$ cat src/rtl/cv32e40p_vector_load_unit_if.sv
// Bundled command, data-memory and vector-register-file signals of the vector load unit.
// Signal suffixes are from the load unit's point of view; the slave modport is the unit itself.
interface cv32e40p_vector_load_unit_if;
  logic         cmd_valid_i;
  logic         cmd_ready_o;
  logic [31:0]  cmd_addr_i;
  logic [3:0]   cmd_vd_i;
  logic [3:0]   cmd_lane_mask_i;

  logic         data_req_o;
  logic         data_gnt_i;
  logic [31:0]  data_addr_o;
  logic         data_rvalid_i;
  logic [31:0]  data_rdata_i;
  logic         data_err_i;

  logic         vrf_we_o;
  logic [3:0]   vrf_waddr_o;
  logic [127:0] vrf_wdata_o;
  logic [3:0]   vrf_wmask_o;

  logic         busy_o;
  logic         done_o;
  logic         err_o;

  modport slave (
    input  cmd_valid_i, cmd_addr_i, cmd_vd_i, cmd_lane_mask_i,
    input  data_gnt_i, data_rvalid_i, data_rdata_i, data_err_i,
    output cmd_ready_o, data_req_o, data_addr_o,
    output vrf_we_o, vrf_waddr_o, vrf_wdata_o, vrf_wmask_o,
    output busy_o, done_o, err_o
  );

  modport master (
    output cmd_valid_i, cmd_addr_i, cmd_vd_i, cmd_lane_mask_i,
    output data_gnt_i, data_rvalid_i, data_rdata_i, data_err_i,
    input  cmd_ready_o, data_req_o, data_addr_o,
    input  vrf_we_o, vrf_waddr_o, vrf_wdata_o, vrf_wmask_o,
    input  busy_o, done_o, err_o
  );
endinterface

$ cat src/rtl/cv32e40p_vector_load_unit.sv
// Vector load unit: fetches the selected 32-bit lanes of a 128-bit vector over OBI
// and writes the assembled vector to the vector register file in one beat.
//
// state | meaning
// IDLE  | ready for a command
// REQ   | issuing word requests for the remaining selected lanes
// WAIT  | all requests granted, draining responses
// WRITE | one-cycle completion with register-file write (suppressed on bus error)
// DONE  | one-cycle completion without memory traffic (illegal vd or empty mask)
module cv32e40p_vector_load_unit #(
  parameter int NUM_VREGS       = 11,
  parameter int MAX_OUTSTANDING = 2
) (
  input  logic                          clk,
  input  logic                          rst_n,
  cv32e40p_vector_load_unit_if.slave    bus
);

  typedef enum logic [2:0] {IDLE, REQ, WAIT, WRITE, DONE} state_e;

  state_e           state_q, state_d;
  logic [31:0]      base_q, base_d;
  logic [3:0]       vd_q, vd_d;
  logic [3:0]       mask_q, mask_d;
  logic [3:0]       iss_q, iss_d;
  logic [3:0]       rsp_q, rsp_d;
  logic [2:0]       out_q, out_d;
  logic             err_q, err_d;
  logic [3:0][31:0] buf_q, buf_d;
  logic             req_q, req_d;
  logic [31:0]      addr_q, addr_d;
  logic             we_q, we_d;
  logic [3:0]       waddr_q, waddr_d;
  logic [127:0]     wdata_q, wdata_d;
  logic [3:0]       wmask_q, wmask_d;
  logic             done_q, done_d;
  logic             erro_q, erro_d;

  logic             hs, gnt_acc, rsp_acc;
  logic [1:0]       rsp_lane, iss_lane;

  function automatic logic [1:0] first_lane(input logic [3:0] m);
    logic [1:0] l;
    l = 2'd0;
    for (int i = 3; i >= 0; i--) begin
      if (m[i]) l = 2'(i);
    end
    return l;
  endfunction

  always_comb begin
    state_d  = state_q;
    base_d   = base_q;
    vd_d     = vd_q;
    mask_d   = mask_q;
    iss_d    = iss_q;
    rsp_d    = rsp_q;
    err_d    = err_q;
    buf_d    = buf_q;
    req_d    = req_q;
    addr_d   = addr_q;
    we_d     = 1'b0;
    waddr_d  = waddr_q;
    wdata_d  = wdata_q;
    wmask_d  = wmask_q;
    done_d   = 1'b0;
    erro_d   = 1'b0;

    hs       = bus.cmd_valid_i && (state_q == IDLE);
    gnt_acc  = req_q && bus.data_gnt_i;
    // A response with nothing outstanding is a protocol violation and is dropped.
    rsp_acc  = bus.data_rvalid_i && (out_q != 3'd0);
    rsp_lane = first_lane(rsp_q);
    iss_lane = first_lane(iss_q);

    unique case ({gnt_acc, rsp_acc})
      2'b10:   out_d = out_q + 3'd1;
      2'b01:   out_d = out_q - 3'd1;
      default: out_d = out_q;
    endcase

    if (rsp_acc) begin
      buf_d[rsp_lane] = bus.data_rdata_i;
      rsp_d           = rsp_q & ~(4'b0001 << rsp_lane);
      if (bus.data_err_i) err_d = 1'b1;
    end
    if (gnt_acc) iss_d = iss_q & ~(4'b0001 << iss_lane);

    unique case (state_q)
      IDLE: begin
        if (hs) begin
          base_d = {bus.cmd_addr_i[31:2], 2'b00};
          vd_d   = bus.cmd_vd_i;
          mask_d = bus.cmd_lane_mask_i;
          iss_d  = bus.cmd_lane_mask_i;
          rsp_d  = bus.cmd_lane_mask_i;
          buf_d  = '0;
          err_d  = 1'b0;
          if (int'(bus.cmd_vd_i) >= NUM_VREGS) begin
            err_d   = 1'b1;
            erro_d  = 1'b1;
            done_d  = 1'b1;
            state_d = DONE;
          end else if (bus.cmd_lane_mask_i == 4'd0) begin
            done_d  = 1'b1;
            state_d = DONE;
          end else begin
            state_d = REQ;
          end
        end
      end
      REQ: begin
        if (gnt_acc && (iss_d == 4'd0)) state_d = WAIT;
      end
      WAIT: begin
        if (rsp_d == 4'd0) begin
          state_d = WRITE;
          done_d  = 1'b1;
          erro_d  = err_d;
          we_d    = !err_d;
          if (!err_d) begin
            waddr_d = vd_q;
            wdata_d = buf_d;
            wmask_d = mask_q;
          end
        end
      end
      WRITE:   state_d = IDLE;
      DONE:    state_d = IDLE;
      default: state_d = IDLE;
    endcase

    // An ungranted request keeps req and addr frozen; otherwise issue the next lane if credit allows.
    if (req_q && !bus.data_gnt_i) begin
      req_d  = 1'b1;
      addr_d = addr_q;
    end else if ((state_d == REQ) && (iss_d != 4'd0) && (int'(out_d) < MAX_OUTSTANDING)) begin
      req_d  = 1'b1;
      addr_d = base_d + {28'd0, first_lane(iss_d), 2'b00};
    end else begin
      req_d  = 1'b0;
    end
  end

  always_ff @(posedge clk or negedge rst_n) begin
    if (!rst_n) begin
      state_q <= IDLE;
      base_q  <= '0;
      vd_q    <= '0;
      mask_q  <= '0;
      iss_q   <= '0;
      rsp_q   <= '0;
      out_q   <= '0;
      err_q   <= 1'b0;
      buf_q   <= '0;
      req_q   <= 1'b0;
      addr_q  <= '0;
      we_q    <= 1'b0;
      waddr_q <= '0;
      wdata_q <= '0;
      wmask_q <= '0;
      done_q  <= 1'b0;
      erro_q  <= 1'b0;
    end else begin
      state_q <= state_d;
      base_q  <= base_d;
      vd_q    <= vd_d;
      mask_q  <= mask_d;
      iss_q   <= iss_d;
      rsp_q   <= rsp_d;
      out_q   <= out_d;
      err_q   <= err_d;
      buf_q   <= buf_d;
      req_q   <= req_d;
      addr_q  <= addr_d;
      we_q    <= we_d;
      waddr_q <= waddr_d;
      wdata_q <= wdata_d;
      wmask_q <= wmask_d;
      done_q  <= done_d;
      erro_q  <= erro_d;
    end
  end

  assign bus.cmd_ready_o = (state_q == IDLE);
  assign bus.busy_o      = (state_q != IDLE);
  assign bus.data_req_o  = req_q;
  assign bus.data_addr_o = addr_q;
  assign bus.vrf_we_o    = we_q;
  assign bus.vrf_waddr_o = waddr_q;
  assign bus.vrf_wdata_o = wdata_q;
  assign bus.vrf_wmask_o = wmask_q;
  assign bus.done_o      = done_q;
  assign bus.err_o       = erro_q;

endmodule

$ cat src/flat_wrapper.sv
// flat-port wrapper written by rule: the top's interface ports become plain ports
module cv32e40p_vector_load_unit_flat 
#(
  parameter int NUM_VREGS       = 11,
  parameter int MAX_OUTSTANDING = 2
)
  (clk, rst_n, bus_cmd_valid_i, bus_cmd_addr_i, bus_cmd_vd_i, bus_cmd_lane_mask_i, bus_data_gnt_i, bus_data_rvalid_i, bus_data_rdata_i, bus_data_err_i, bus_cmd_ready_o, bus_data_req_o, bus_data_addr_o, bus_vrf_we_o, bus_vrf_waddr_o, bus_vrf_wdata_o, bus_vrf_wmask_o, bus_busy_o, bus_done_o, bus_err_o);
  cv32e40p_vector_load_unit_if bus_i ();
  input  logic clk;
  input  logic rst_n;
  input wire logic [$bits(bus_i.cmd_valid_i)-1:0] bus_cmd_valid_i;
  input wire logic [$bits(bus_i.cmd_addr_i)-1:0] bus_cmd_addr_i;
  input wire logic [$bits(bus_i.cmd_vd_i)-1:0] bus_cmd_vd_i;
  input wire logic [$bits(bus_i.cmd_lane_mask_i)-1:0] bus_cmd_lane_mask_i;
  input wire logic [$bits(bus_i.data_gnt_i)-1:0] bus_data_gnt_i;
  input wire logic [$bits(bus_i.data_rvalid_i)-1:0] bus_data_rvalid_i;
  input wire logic [$bits(bus_i.data_rdata_i)-1:0] bus_data_rdata_i;
  input wire logic [$bits(bus_i.data_err_i)-1:0] bus_data_err_i;
  output wire logic [$bits(bus_i.cmd_ready_o)-1:0] bus_cmd_ready_o;
  output wire logic [$bits(bus_i.data_req_o)-1:0] bus_data_req_o;
  output wire logic [$bits(bus_i.data_addr_o)-1:0] bus_data_addr_o;
  output wire logic [$bits(bus_i.vrf_we_o)-1:0] bus_vrf_we_o;
  output wire logic [$bits(bus_i.vrf_waddr_o)-1:0] bus_vrf_waddr_o;
  output wire logic [$bits(bus_i.vrf_wdata_o)-1:0] bus_vrf_wdata_o;
  output wire logic [$bits(bus_i.vrf_wmask_o)-1:0] bus_vrf_wmask_o;
  output wire logic [$bits(bus_i.busy_o)-1:0] bus_busy_o;
  output wire logic [$bits(bus_i.done_o)-1:0] bus_done_o;
  output wire logic [$bits(bus_i.err_o)-1:0] bus_err_o;
  assign bus_i.cmd_valid_i = bus_cmd_valid_i;
  assign bus_i.cmd_addr_i = bus_cmd_addr_i;
  assign bus_i.cmd_vd_i = bus_cmd_vd_i;
  assign bus_i.cmd_lane_mask_i = bus_cmd_lane_mask_i;
  assign bus_i.data_gnt_i = bus_data_gnt_i;
  assign bus_i.data_rvalid_i = bus_data_rvalid_i;
  assign bus_i.data_rdata_i = bus_data_rdata_i;
  assign bus_i.data_err_i = bus_data_err_i;
  assign bus_cmd_ready_o = bus_i.cmd_ready_o;
  assign bus_data_req_o = bus_i.data_req_o;
  assign bus_data_addr_o = bus_i.data_addr_o;
  assign bus_vrf_we_o = bus_i.vrf_we_o;
  assign bus_vrf_waddr_o = bus_i.vrf_waddr_o;
  assign bus_vrf_wdata_o = bus_i.vrf_wdata_o;
  assign bus_vrf_wmask_o = bus_i.vrf_wmask_o;
  assign bus_busy_o = bus_i.busy_o;
  assign bus_done_o = bus_i.done_o;
  assign bus_err_o = bus_i.err_o;
  cv32e40p_vector_load_unit #(.NUM_VREGS(NUM_VREGS), .MAX_OUTSTANDING(MAX_OUTSTANDING)) u_core (.clk(clk), .rst_n(rst_n), .bus(bus_i));
endmodule
$ cat config.mk
export PLATFORM = sky130hd
export DESIGN_NAME = cv32e40p_vector_load_unit_flat
export DESIGN_NICKNAME = d
export VERILOG_FILES = /design/src/rtl/cv32e40p_vector_load_unit_if.sv /design/src/rtl/cv32e40p_vector_load_unit.sv /design/src/flat_wrapper.sv
export SDC_FILE = /design/constraint.sdc
export NUM_CORES = 1
export LEC_CHECK = 0
export CORE_MARGIN = 2
export CORE_UTILIZATION = 54
export DETAILED_ROUTE_END_ITERATION = 6
export GPL_TIMING_DRIVEN = 0
export PLACE_DENSITY = 0.82
export SKIP_LAST_GASP = 1
export SLEW_MARGIN = 10
export SYNTH_ARGS = -nofsm -noshare
export SYNTH_HDL_FRONTEND = slang
export SYNTH_SLANG_ARGS = --single-unit
$ cat constraint.sdc
create_clock -name clk -period 5.5 [get_ports clk]
set_clock_uncertainty 0.1 [all_clocks]
set_input_delay 0.55 -clock clk [delete_from_list [all_inputs] [get_ports clk]]
set_output_delay 0.55 -clock clk [all_outputs]
set_load 0.02 [all_outputs]
Word level (Yosys, flattened, before mapping). Cells that the tools add are included. W data, S select, Z words.

Latch bits: 0. Memories: 0. Word-level logic and storage cells: 112. Bits in read-only memories: 0. Bits in registers: 355. Bits in writable memories: 0.

Bitwise gates (word level): 6. Shift-type cells: 2. Add/subtract/negate cells: 3. Equality and inequality tests: 5. Order comparisons: 4. Multiplexer cells: 52. Div/mod/pow operators: 0. $mul: 0. Reductions and logical operators: 20.

Operators with widths (number): $mux W128 (3); $bwmux W128 (1); $mux W32 (3); $demux W32 S2 (1); $add A32 B4 Y32 (1); $mux W2 (14); $mux W4 (6); $mux W1 (15); $mux W3 (5); $logic_not A4 Y1 (3); $pmux W3 S3 (1); $and A4 B4 Y4 (2); $logic_and A1 B1 Y1 (8); $not A4 Y4 (2); $shl A1 B2 Y4 const A (2); $eq A3 B1 Y1 const B (2); $pmux W3 S2 (1); $reduce_bool A3 Y1 (2); $ge A4 B4 Y1 const B (1); $pmux W1 S2 (2); $reduce_and A2 Y1 (2); $reduce_bool A4 Y1 (1); $add A3 B1 Y3 const B (1); $eq A3 B2 Y1 const B (1); 10 further kinds (12).

Longest topological paths before layout.
Depth after elaboration: 18. Depth in mapped cells: 17. Mapped depth without buffers: 12.

Least setup slack after synthesis. Ideal clock, no wire load.

Path type: input-to-reg. Start: input bus_cmd_valid_i. End: register u_core.addr_q[26], in the netlist u_core.bus.data_addr_o[26]. Stages: 14. Data arrival time: 4459 ps. Setup slack: 846 ps. Cell sequence: or4b_1 -> buf_2 -> clkbuf_1 -> buf_1 -> clkbuf_1 -> buf_1 -> o41ai_1 -> fa_1 -> inv_1 -> or4_1 -> a2bb2o_1 -> buf_2 -> o31a_1 -> o31ai_1.

Word-level cells in the longest chain between the ends: 10. Elaborated cells on any way between the ends: 19.

Ends and longest elaborated chain: start, declared (line flat_wrapper.sv:11) `input wire logic [$bits(bus_i.cmd_valid_i)-1:0] bus_cmd_valid_i;`; $logic_and A1 B1 Y1 (*) (line cv32e40p_vector_load_unit.sv:69) `hs = bus.cmd_valid_i && (state_q == IDLE);`; $mux W4 (line cv32e40p_vector_load_unit.sv:91) `if (hs) begin`; $mux W4 (line cv32e40p_vector_load_unit.sv:89) `unique case (state_q)`; $mux W2 (4 in series) (line cv32e40p_vector_load_unit.sv:46) `if (m[i]) l = 2'(i);`; $mux W2 (line cv32e40p_vector_load_unit.sv:137) `end else if ((state_d == REQ) && (iss_d != 4'd0) && (int'(out_d) < MAX_OUTSTANDING)) begin`; $mux W2 (line cv32e40p_vector_load_unit.sv:134) `if (req_q && !bus.data_gnt_i) begin`; $add A32 B4 Y32 (line cv32e40p_vector_load_unit.sv:139) `addr_d = base_d + {28'd0, first_lane(iss_d), 2'b00};`; end signal, assigned (line cv32e40p_vector_load_unit.sv:175) `addr_q <= addr_d;`; end, declared (line cv32e40p_vector_load_unit.sv:31) `logic [31:0] addr_q, addr_d;`.

Every way passes the cells marked *; elsewhere a longest branch is shown, timed or not. The select of a mux whose other input is x is not followed. A chain may end at the register's enable or synchronous reset.

Worst setup path in the final report.
Start: register u_core.state_q[2]. End: register u_core.addr_q[26], in the netlist u_core.bus.data_addr_o[26].

Word-level cells in the longest chain between the ends: 11. Elaborated cells on any way between the ends: 24.

Ends and longest elaborated chain: start, declared (line cv32e40p_vector_load_unit.sv:21) `state_e state_q, state_d;`; start signal, assigned (line cv32e40p_vector_load_unit.sv:165) `state_q <= state_d;`; $logic_not A3 Y1 (*) (line cv32e40p_vector_load_unit.sv:69, cv32e40p_vector_load_unit.sv:89); $logic_and A1 B1 Y1 (line cv32e40p_vector_load_unit.sv:69); $mux W4 (line cv32e40p_vector_load_unit.sv:91); $mux W4 (*) (line cv32e40p_vector_load_unit.sv:89); via u_core.iss_d[3] (line cv32e40p_vector_load_unit.sv:25) `logic [3:0] iss_q, iss_d;`; $mux W2 (4 in series) (line cv32e40p_vector_load_unit.sv:46); $mux W2 (line cv32e40p_vector_load_unit.sv:137); $mux W2 (line cv32e40p_vector_load_unit.sv:134); $add A32 B4 Y32 (line cv32e40p_vector_load_unit.sv:139).

Mark *: on every way through the listed nets, which the timed path passes. The rest lies on a longest branch. The select of a mux whose other input is x is not followed.

==> results.sh <==
export IMPL_max_freq_mhz=190
export IMPL_drv_cap=0
export IMPL_dieWidth_um=172
export IMPL_firstDrtPassIters=5
export IMPL_nFillCells=1943
export IMPL_antenna_found_initial=2
export IMPL_yosysSeqAreaShare=0.583
export IMPL_die_height_um=172
export IMPL_routed_via_density=5.48
export IMPL_worst_setup_path_type="flop to flop"
export IMPL_finalCritPeriodShare=0.959
export IMPL_hpwl_um=27800
export IMPL_worst_hold_startpoint="u_core.vd_q[0]"
export IMPL_slew_viol_final=0
export IMPL_crit_start="u_core.state_q[2]"
export IMPL_synth_ff_type="dfrtp_1"
export IMPL_reg2reg_depth=16
export IMPL_fin_crit_ns=5.27
export IMPL_r2r_setup_slack_ns=0.23
export IMPL_worstHoldPathCells=2
export IMPL_drtIter0Drc=1178
export IMPL_vias=11100
export IMPL_clk_path_buf_depth=3
export IMPL_cts_root_buf="clkbuf_16"
export IMPL_clock_sinks=355
export IMPL_routedWlPerCell_um=19.9
export IMPL_multi_input_area_sq_um=5510
export IMPL_layout_drive_gt1_share=0.0782
export IMPL_switchingPower_mw=4.16
export IMPL_startpoint_type="flop"
export IMPL_pwr_share_seq=0.368
export IMPL_crit_required_ns=5.81
export IMPL_crit_fanout=10
export IMPL_dieArea_sq_um=29600
export IMPL_synth_area_sq_um=15200
export IMPL_critPathArrivalTime_ns=5.59
export IMPL_synth_avg_cell_area_sq_um=11.5
export IMPL_ant_nets=0
export IMPL_cp_common_cell="buf_2"
export IMPL_hold_ws_ns=0.373
export IMPL_cts_tree="yes"
export IMPL_row_count=61
export IMPL_wl_um=40400
export IMPL_slew_headroom=0.330
export IMPL_yosysWarnings=0
export IMPL_finalSetupTns_ns=0
export IMPL_path_clk_slew_ns=0.06
export IMPL_max_stage_delay_ns=0.66
export IMPL_portBuffers=249
export IMPL_switching_share=0.361
export IMPL_p_leak_nw=10.8
export IMPL_grt_max_degree=114
export IMPL_rsz0062_at_grt="no"
export IMPL_overflow=0
export IMPL_final_util=0.712
export IMPL_track_usage=0.275
export IMPL_seq_area_sq_um=8880
export IMPL_finalNetCount=1704
export IMPL_core_sq_um=27800
export IMPL_power_frac_comb=0.385
export IMPL_crit_path_cell_trace="nor4b_4, clkbuf_2, buf_2, clkbuf_1, nand2_1, o21ai_0, a31oi_1, nor2_1, ha_1, fa_1, inv_1, or4_1, a2bb2o_1, buf_2, o31a_1, o31ai_1"
export IMPL_worst_skew_pair_late_latency_ns=0.53
export IMPL_worst_pin_slew_ns=1.00
export IMPL_start_util=0.549
export IMPL_syn_num_nets=1411
export IMPL_power_density_nw_per_um2=583
export IMPL_final_hold_violation_count=0
export IMPL_critPathCaptureType="flop"
export IMPL_synth_edf_count=0
export IMPL_synth_distinct_cells=57
export IMPL_final_setup_viol_count=0
export IMPL_reg2reg_from="u_core.state_q[2]"
export IMPL_grt_pass1_wl_um=63000
export IMPL_synth_cells=1328
export IMPL_synth_seq_cells=355
export IMPL_syn2layout_area_growth_pct=29.7
export IMPL_gp_congestion=0.903
export IMPL_async_flop_share=1.00
export IMPL_peakVddDrop_v=0.000355
export IMPL_cts_buffers=39
export IMPL_p_total_mw=11.5
export IMPL_holdCritPathClass="flop to flop"
export IMPL_htree_levels=2
export IMPL_grt_pass1_vias=11500
export IMPL_cp_slowest_cell="or4_1"
export IMPL_post_route_drc_count=0
export IMPL_p_int_mw=7.37
export IMPL_status="finished, final reports clean"
export IMPL_p_clk_frac=0.247
export IMPL_num_io_pins=252
[repair_timing]
item | in CTS | in global routing
resized for setup | 5 | 3
endpoints found under the setup margin | 20 | 9
buffers inserted | 1 | 0
endpoints found under the hold margin | 47 | 0
pin swaps | 1 | 0
hold buffers | 1 | 0
[cell usage after synthesis (4+ instances only)]
cell	n	area share
o31ai_1	12	0.0059
nand4_1	11	0.0045
xnor2_1	17	0.0098
a221oi_1	5	0.0029
and4_1	5	0.0029
buf_1	16	0.0039
o21ai_0	9	0.0030
clkbuf_1	32	0.0079
and3_1	8	0.0033
a31oi_1	4	0.0016
nor4_1	10	0.0041
buf_2	22	0.0072
inv_1	156	0.038
nor2_1	136	0.033
mux2i_1	276	0.18
or4_1	8	0.0039
a21oi_1	14	0.0046
nand3_1	24	0.0079
mux2_2	29	0.021
and2_1	6	0.0025
a211oi_1	5	0.0025
nand2_1	94	0.023
o31a_1	5	0.0029
dfrtp_1	355	0.58
o41ai_1	9	0.0052
nor3_1	10	0.0033
[critical path: cells and delay by family (launching register included)]
kind                     cells  cell delay [ns]
flip-flops                   1             0.46
AND/OR/NAND/NOR              4             1.43
buffers and inverters        5             1.45
adder cells (fa/ha/maj)      2             0.54
AO/OA/AOI/OAI                5             1.19
[cells by family after synthesis]
logic type	Yosys count	share of synthesized area
adder cells (fa/ha/maj)	7	0.00640
buffers and inverters	227	0.0578
flip-flops	355	0.583
AO/OA/AOI/OAI	85	0.0409
multiplexers	305	0.203
XOR/XNOR	20	0.0115
AND/OR/NAND/NOR	329	0.0982
[per-stage QoR]
step / area [sq um] / setup WS (ns) / cells
after global placement: 18200 / -11.44 / 1955
after detailed placement: 18300 / -1.36 / 1958
after CTS: 19800 / 0.0284 / 2029
after floorplan: 15200 / 0.846 / 1328
final: 19800 / 0.225 / 2029
after global routing: 19800 / 0.0418 / 2028
[power by group through the flow]
stage               Clock (mW)  Sequential, mW  Combinational, mW
floorplan                    0            4.67               2.10
global placement             0            4.24               4.24
detailed placement           0            4.25               4.38
CTS                       2.86            4.23               4.44
global route              2.98            4.34               4.82
finish                    2.84            4.24               4.44
[cell usage in the layout (no fill, tap or decap), types with 6 or more instances in the layout]
cell type / n
buf_1: 14
bufinv_16: 6
clkbuf_8: 13
clkbuf_1: 34
a21oi_1: 14
dfrtp_1: 355
inv_1: 156
nand3_1: 24
xnor2_1: 17
nor3_1: 10
mux2i_1: 276
buf_2: 23
o21ai_0: 9
and2_1: 6
nor2_1: 136
and3_1: 8
nand2_1: 94
clkbuf_16: 40
nor4_1: 10
or4_1: 8
o41ai_1: 8
o31ai_1: 12
nand4_1: 11
clkdlybuf4s50_1: 248
mux2_2: 29
[flip-flops by register name (all words and copies together) (netlist names)]
| name | cells |
|---|---|
| u_core.out_q | 3 |
| u_core.state_q | 3 |
| u_core.bus.data_req_o | 1 |
| u_core.bus.vrf_we_o | 1 |
| u_core.err_q | 1 |
| u_core.bus.vrf_wmask_o | 4 |
| u_core.bus.vrf_wdata_o | 128 |
| u_core.iss_q | 4 |
| u_core.bus.vrf_waddr_o | 4 |
| u_core.base_q | 32 |
| u_core.mask_q | 4 |
| u_core.bus.data_addr_o | 32 |
| u_core.buf_q | 128 |
| u_core.vd_q | 4 |
| u_core.bus.err_o | 1 |
| u_core.rsp_q | 4 |
| u_core.bus.done_o | 1 |
[per-layer routing]
layer	routed length (um)	track usage
met5	0	0
met3	2970	0.0586
met4	997	0.0822
met2	19200	0.450
met1	17300	0.373
[layout make-up]
class | instances | share of cell area
diodes | 1 | 0.000127
clock buffers | 59 | 0.0608
well taps | 378 | 0.0239
multi-input cells | 746 | 0.279
clock inverters | 11 | 0.0113
repair buffers | 254 | 0.131
plain buffers | 69 | 0.0148
inverters | 156 | 0.0296
flip-flops and latches | 355 | 0.449
[path summary, 6_finish.rpt]
check,end
setup / recovery,u_core.bus.data_addr_o[26]
hold / removal,u_core.vd_q[0]
setup reg to reg,u_core.bus.data_addr_o[26]
hold reg to reg,u_core.vd_q[0]
max in group asynchronous,u_core.bus.vrf_wdata_o[120]
min in group asynchronous,u_core.bus.vrf_wdata_o[103]
(Power assumes the default switching activity.)
